<file path="config.mk">
export PLATFORM = sky130hd
export DESIGN_NAME = pattern_scheduler
export DESIGN_NICKNAME = d
export VERILOG_FILES = /design/src/rtl/pattern_scheduler.sv
export SDC_FILE = /design/constraint.sdc
export NUM_CORES = 1
export LEC_CHECK = 0
export BUFFER_PORTS_ARGS = -buffer_cell sky130_fd_sc_hd__buf_2
export CORE_MARGIN = 2
export CORE_UTILIZATION = 50
export CTS_BUF_LIST = sky130_fd_sc_hd__clkbuf_16
export CTS_CLUSTER_SIZE = 16
export DETAILED_ROUTE_END_ITERATION = 8
export GPL_ROUTABILITY_DRIVEN = 0
export PLACE_DENSITY = 0.71
export SLEW_MARGIN = 20
export SYNTH_ARGS = -nofsm -noshare
export SYNTH_HDL_FRONTEND = slang
export SYNTH_SLANG_ARGS = --single-unit
</file>
<file path="constraint.sdc">
create_clock -name CLK_50 -period 2.7 [get_ports CLK_50]
set_clock_uncertainty 0.05 [all_clocks]
set_input_delay 0.27 -clock CLK_50 [delete_from_list [all_inputs] [get_ports CLK_50]]
set_output_delay 0.27 -clock CLK_50 [all_outputs]
set_load 0.005 [all_outputs]
</file>
<file path="src/rtl/pattern_scheduler.sv">
`default_nettype none
// ============================================================================
// Module   : pattern_scheduler
// Purpose  : Walks the LED pattern ROM for the selected sequence. Debounces
//            the sequence-select buttons, fetches one step word per throttle
//            tick, hides the ROM read latency and honours the last-step flag.
// Revision : 1.0  initial release
// ----------------------------------------------------------------------------
// Ports
//   CLK_50     in   system clock (50 MHz)
//   reset      in   asynchronous active-low reset
//   tick       in   one-cycle step strobe from the throttle
//   run_en     in   1 = advance on tick, 0 = freeze on the current step
//   pb_seq_up  in   raw active-low push-button, sequence + 1
//   pb_seq_dn  in   raw active-low push-button, sequence - 1
//   rom_q      in   ROM word: [LED_W] last-step flag, [LED_W-1:0] pattern
//   rom_rd     out  one-cycle read strobe per fetch
//   rom_addr   out  {seq_num, step_num}, stable from one fetch to the next
//   seq_num    out  selected sequence
//   step_num   out  current step
//   LEDR       out  registered pattern of the current step
//   busy       out  high while a fetch is outstanding (FETCH or WAIT)
// ============================================================================
module pattern_scheduler #(
  parameter int SEQ_W           = 6,
  parameter int STEP_W          = 4,
  parameter int LED_W           = 10,
  parameter int ROM_LAT         = 2,
  parameter int DEBOUNCE_CYCLES = 500000
) (
  input  logic                    CLK_50,
  input  logic                    reset,
  input  logic                    tick,
  input  logic                    run_en,
  input  logic                    pb_seq_up,
  input  logic                    pb_seq_dn,
  input  logic [LED_W:0]          rom_q,
  output logic                    rom_rd,
  output logic [SEQ_W+STEP_W-1:0] rom_addr,
  output logic [SEQ_W-1:0]        seq_num,
  output logic [STEP_W-1:0]       step_num,
  output logic [LED_W-1:0]        LEDR,
  output logic                    busy
);

  // --------------------------------------------------------------------------
  // Constants
  // --------------------------------------------------------------------------
  localparam int                c_DB_W     = $clog2(DEBOUNCE_CYCLES);
  localparam logic [c_DB_W-1:0] c_DB_LAST  = c_DB_W'(DEBOUNCE_CYCLES - 1);
  localparam logic [c_DB_W-1:0] c_DB_ONE   = c_DB_W'(1);
  localparam logic [1:0]        c_LAT_LAST = 2'(ROM_LAT - 1);
  localparam logic [SEQ_W-1:0]  c_SEQ_ONE  = SEQ_W'(1);
  localparam logic [STEP_W-1:0] c_STEP_ONE = STEP_W'(1);
  localparam logic [STEP_W-1:0] c_STEP_MAX = {STEP_W{1'b1}};

  typedef enum logic [1:0] {
    S_IDLE  = 2'd0,
    S_FETCH = 2'd1,
    S_WAIT  = 2'd2,
    S_HOLD  = 2'd3
  } state_t;

  // --------------------------------------------------------------------------
  // Button conditioning: index 0 = up, index 1 = down.
  // Each button is synchronised, then must present DEBOUNCE_CYCLES
  // consecutive samples of the new level before the level is accepted.
  // Only an accepted release->press edge produces a one-cycle event.
  // --------------------------------------------------------------------------
  logic [1:0] w_pb_raw;
  logic [1:0] w_press;

  assign w_pb_raw = {pb_seq_dn, pb_seq_up};

  generate
    for (genvar g = 0; g < 2; g++) begin : g_btn
      logic              r_sync0;
      logic              r_sync1;
      logic              r_level;
      logic              r_evt;
      logic [c_DB_W-1:0] r_cnt;

      always_ff @(posedge CLK_50 or negedge reset) begin
        if (!reset) begin
          // Buttons are active-low: the released level is 1.
          r_sync0 <= 1'b1;
          r_sync1 <= 1'b1;
          r_level <= 1'b1;
          r_evt   <= 1'b0;
          r_cnt   <= '0;
        end else begin
          r_sync0 <= w_pb_raw[g];
          r_sync1 <= r_sync0;
          r_evt   <= 1'b0;
          if (r_sync1 == r_level) begin
            // Any sample matching the accepted level restarts the run.
            r_cnt <= '0;
          end else if (r_cnt == c_DB_LAST) begin
            r_level <= r_sync1;
            r_cnt   <= '0;
            r_evt   <= ~r_sync1;
          end else begin
            r_cnt <= r_cnt + c_DB_ONE;
          end
        end
      end

      assign w_press[g] = r_evt;
    end
  endgenerate

  // Simultaneous up and down events cancel each other out.
  logic w_up;
  logic w_dn;
  logic w_seq_chg;

  assign w_up      = w_press[0] & ~w_press[1];
  assign w_dn      = w_press[1] & ~w_press[0];
  assign w_seq_chg = w_up | w_dn;

  // --------------------------------------------------------------------------
  // Fetch state machine
  // --------------------------------------------------------------------------
  state_t            r_state;
  state_t            w_state_nxt;
  logic [1:0]        r_wcnt;
  logic              r_pend;
  logic              r_last;
  logic [SEQ_W-1:0]  r_seq;
  logic [STEP_W-1:0] r_step;
  logic [LED_W-1:0]  r_led;
  logic              w_capture;
  logic              w_advance;
  logic              w_rom_rd;
  logic              w_busy;

  always_ff @(posedge CLK_50 or negedge reset) begin
    if (!reset) begin
      r_state <= S_IDLE;
    end else begin
      r_state <= w_state_nxt;
    end
  end

  always_comb begin
    w_state_nxt = r_state;
    w_capture   = 1'b0;
    w_advance   = 1'b0;
    w_rom_rd    = 1'b0;
    w_busy      = 1'b0;

    case (r_state)
      S_IDLE: begin
        w_state_nxt = S_FETCH;
      end
      S_FETCH: begin
        w_rom_rd    = 1'b1;
        w_busy      = 1'b1;
        w_state_nxt = S_WAIT;
      end
      S_WAIT: begin
        w_busy = 1'b1;
        if (r_wcnt == c_LAT_LAST) begin
          w_capture   = 1'b1;
          w_state_nxt = S_HOLD;
        end
      end
      S_HOLD: begin
        if (r_pend || (tick && run_en)) begin
          w_advance   = 1'b1;
          w_state_nxt = S_FETCH;
        end
      end
      default: begin
        w_state_nxt = S_IDLE;
      end
    endcase

    // A new sequence selection overrides everything: any in-flight word is
    // dropped and step 0 of the new sequence is fetched next.
    if (w_seq_chg) begin
      w_capture   = 1'b0;
      w_advance   = 1'b0;
      w_state_nxt = S_FETCH;
    end
  end

  // --------------------------------------------------------------------------
  // Datapath registers
  // --------------------------------------------------------------------------
  always_ff @(posedge CLK_50 or negedge reset) begin
    if (!reset) begin
      r_wcnt <= '0;
      r_pend <= 1'b0;
      r_last <= 1'b0;
      r_seq  <= '0;
      r_step <= '0;
      r_led  <= '0;
    end else begin
      // Latency counter runs only while staying in WAIT, so it is always
      // zero on entry to WAIT.
      if ((r_state == S_WAIT) && (w_state_nxt == S_WAIT)) begin
        r_wcnt <= r_wcnt + 2'd1;
      end else begin
        r_wcnt <= '0;
      end

      // One-deep memory for a tick that lands while a fetch is in flight.
      if (w_seq_chg || w_advance) begin
        r_pend <= 1'b0;
      end else if (w_busy && tick && run_en) begin
        r_pend <= 1'b1;
      end

      if (w_capture) begin
        r_led  <= rom_q[LED_W-1:0];
        r_last <= rom_q[LED_W];
      end

      if (w_seq_chg) begin
        r_seq  <= w_up ? (r_seq + c_SEQ_ONE) : (r_seq - c_SEQ_ONE);
        r_step <= '0;
      end else if (w_advance) begin
        if (r_last || (r_step == c_STEP_MAX)) begin
          r_step <= '0;
        end else begin
          r_step <= r_step + c_STEP_ONE;
        end
      end
    end
  end

  // seq/step only change on the transition into FETCH, so the concatenation
  // is already held stable for the whole fetch and the HOLD that follows.
  assign rom_addr = {r_seq, r_step};
  assign rom_rd   = w_rom_rd;
  assign busy     = w_busy;
  assign seq_num  = r_seq;
  assign step_num = r_step;
  assign LEDR     = r_led;

endmodule
`default_nettype wire
</file>
==> results.md <==
* Via/cell ratio at 5.35
* Number of flops mapped to enable cells by yosys at 0
* Worst setup path category: reg2reg
* Total core area at 6870 µm²
* PwrDens at 759 nW/µm²
* Slew at the pin closest to its max-slew limit at 0.734 ns
* Ys flop type: dfrtp_1
* Vias in the first global route at 2535
* Area growth, synth to finish at 18.3%
* Slew Limit Fails at 0
* Endpoints failing setup at 0
* Synth Cell Area at 3580 µm²
* Setup TNS at 0 ns
* Final min period at 2.40 ns
* Nets at 418
* Startpoint Class: flip-flop
* Synth warn at 0
* Tot GR Track Use at 18.2%
* Final std cells w/o fill at 487
* Area of the multi-input gates at 1600 µm²
* Final ANT Viol Nets at 0
* CTS Sinks at 72
* I/O pins at 49
* First-pass GRT wire length at 11100 µm
* Clk buf depth at 2
* Met2 usage at 29.3%
* Post-DP HPWL at 4490 µm
* Worst relative slew slack at 51.1%
* Dpl cells at 468
* Fin. Hold Viols at 0
* N_diodes at 0
* Syn nets at 371
* Met1 Track Usage GR at 23.2%
* Hold Crit Start: rom_q[3]
* I/O Buffers at 48
* CTS root buf: clkbuf_16
* Worst hold path type: in2reg
* Reg clk slew, reported paths at 0.06 ns
* Wirelength, routed at 6440 µm
* Total grt overflow at 0
* Fill cells at 564
* Worst setup margin at 0.303 ns
* Worst Path Arrival at 2.56 ns
* Top Usage Layer GRT: met2
* Initial DRT Pass Iterations at 4
* H-tree levels at 3
* Post-Place Cell Area at 3860 µm²
* Num CTS Buffers at 9
* Worst flop-to-flop path startpoint: g_btn[1].r_evt
* FF+latch count, synth at 72
* Max Clk Rate at 0.417 GHz
* Status: complete, no violations
* CTS tree: yes
* Post-placement setup slack at 0.338 ns
* Critical path capture point type: flip-flop
* Post-route design area at 4240 µm²
* Largest area contributor in the netlist: dfrtp_1
* Peak VDD IR at 421 µV
* Met3 Track Usage GR at 4.76%
* Area share of the largest cell type after synthesis at 46.1%
* Register area at 1810 µm²
* WP data required at 2.86 ns
* Die area at 7850 µm²
* Yosys cell types at 49
* DRC viols at 0
* Mean Syn Cell Area at 10.6 µm²
* Post-CTS setup buffers at 0
* Largest net degree at the start of global routing at 41
* Vias at 2606
* Top cells by area, synth: dfrtp_1, ha_1, xnor2_1
* Share of cells above drive strength 1 at 23.5%
* Clk_lat worst skew at 0.33 ns
* Initial antenna violation count at 0
* Die Height at 88.6 µm
* RSZ-0062 raised after global routing: false
* Async set-reset flop share out of synthesis at 100%
* Die extent in x at 88.6 µm
* Initial DRC Count at 82
* WL per Instance at 13.2 µm
* Crit-path max FO at 6
* Placement Rows at 30
* Pleak at 1.88 nW
* Initial Utilization at 52.1%
* Mapped Cells at 339
* MaxCap Viol Count at 0
* Worst Setup SP: g_btn[1].r_evt
* Register area share after synthesis at 50.5%
* Final period utilization at 88.8%
cell type report:
class	count	share of cell area [%]
Sequential cell	72	42.7
Multi-Input combinational cell	233	37.7
Timing Repair Buffer	54	7.20
Clock buffer	9	5.31
Clock inverter	7	2.83
Tap cell	96	2.83
Inverter	16	1.42
flip-flops by register name, summed over array words and instances, names as in the netlist:
signal,count
LEDR,10
r_last,1
seq_num,6
g_btn.r_sync0,2
r_pend,1
g_btn.r_sync1,2
g_btn.r_cnt,38
r_state,2
g_btn.r_evt,2
step_num,4
r_wcnt,2
g_btn.r_level,2
layout by cell type (no fill, tap or decap), types with 3 or more instances in the layout:
cell	Yosys	layout
clkbuf_16	0	9
o21ai_0	15	15
nor2_1	34	34
mux2_2	14	14
nor3_1	6	6
dfrtp_1	66	66
nand2_1	22	22
buf_2	0	48
inv_1	16	16
or4_1	7	7
xnor2_1	19	19
or3_1	8	8
nor4b_1	3	3
dfstp_2	6	6
a21oi_1	12	12
and4_1	3	3
nor4_1	8	8
ha_1	14	14
bufinv_16	0	3
and2_1	3	3
nand4_1	6	6
dlygate4sd3_1	0	3
nand3_1	14	14
xor2_1	11	11
o31ai_1	5	5
synth_stat cells (2+ instances only):
library cell	n
and4_1	3
inv_1	16
or3_1	8
nor4_1	8
xnor2_1	19
dfrtp_1	66
ha_1	14
a211oi_1	2
nor3_1	6
nor2_1	34
nand2_1	22
nand3b_1	2
clkbuf_1	6
a21oi_1	12
a21o_1	2
nand2b_1	2
and2_1	3
o21ai_0	15
xor2_1	11
buf_4	10
nor4b_1	3
mux2_2	14
or4_1	7
dfstp_2	6
nand3_1	14
o31ai_1	5
or4b_1	2
nand4_1	6
routing by layer:
layer	vias to the layer above	part of all wire [%]
met5	-	0
met4	0	1.9
met3	16	3.9
met2	55	47
met1	1256	47
li1	1279	-
critical path, cell delays in order (launching register included):
cell and delay [ns]:
dfrtp_1 0.36, inv_1 0.05, ha_1 0.23, inv_1 0.14, ha_1 0.35, and4b_1 0.21, a311o_1 0.26, or3b_2 0.47
xor2_1 0.15
final timing paths:
check,endpoint,slack [ns],cells after the start
setup / recovery,seq_num[5],0.30,8
min in group asynchronous,seq_num[1],0.49,2
max in group asynchronous,g_btn[0].r_sync1,1.40,3
hold reg to reg,g_btn[0].r_sync1,0.31,0
hold / removal,LEDR[3],0.12,2
setup reg to reg,seq_num[5],0.30,8
power breakdown:
group	internal, mW	switching, mW	total [mW]
Clock	0.903	0.444	1.35
Combinational	0.276	0.256	0.532
Sequential	1.23	0.108	1.34
cells by family after synthesis:
| group | synth area share (%) |
|---|---|
| compound gates | 7.83 |
| simple gates | 19.3 |
| xor+xnor | 7.34 |
| fa+ha+maj | 5.45 |
| flops | 50.5 |
| buf+inv | 4.86 |
| mux | 4.68 |
repair_timing:
action,in CTS,in global routing
endpoints found under the hold margin,34,0
hold buffers,3,0
gates resized for setup,0,0
through the flow:
step	hold slack, ns	power [mW]	util (%)
finish	0.116	3.22	61.7
global route	0.110	3.41	61.7
CTS	0.110	3.26	61.7
detailed placement	0.297	1.89	56.2
global placement	0.296	1.86	56.2
floorplan	-0.0756	1.67	-
Note: power is estimated with default switching activity, not from simulation.
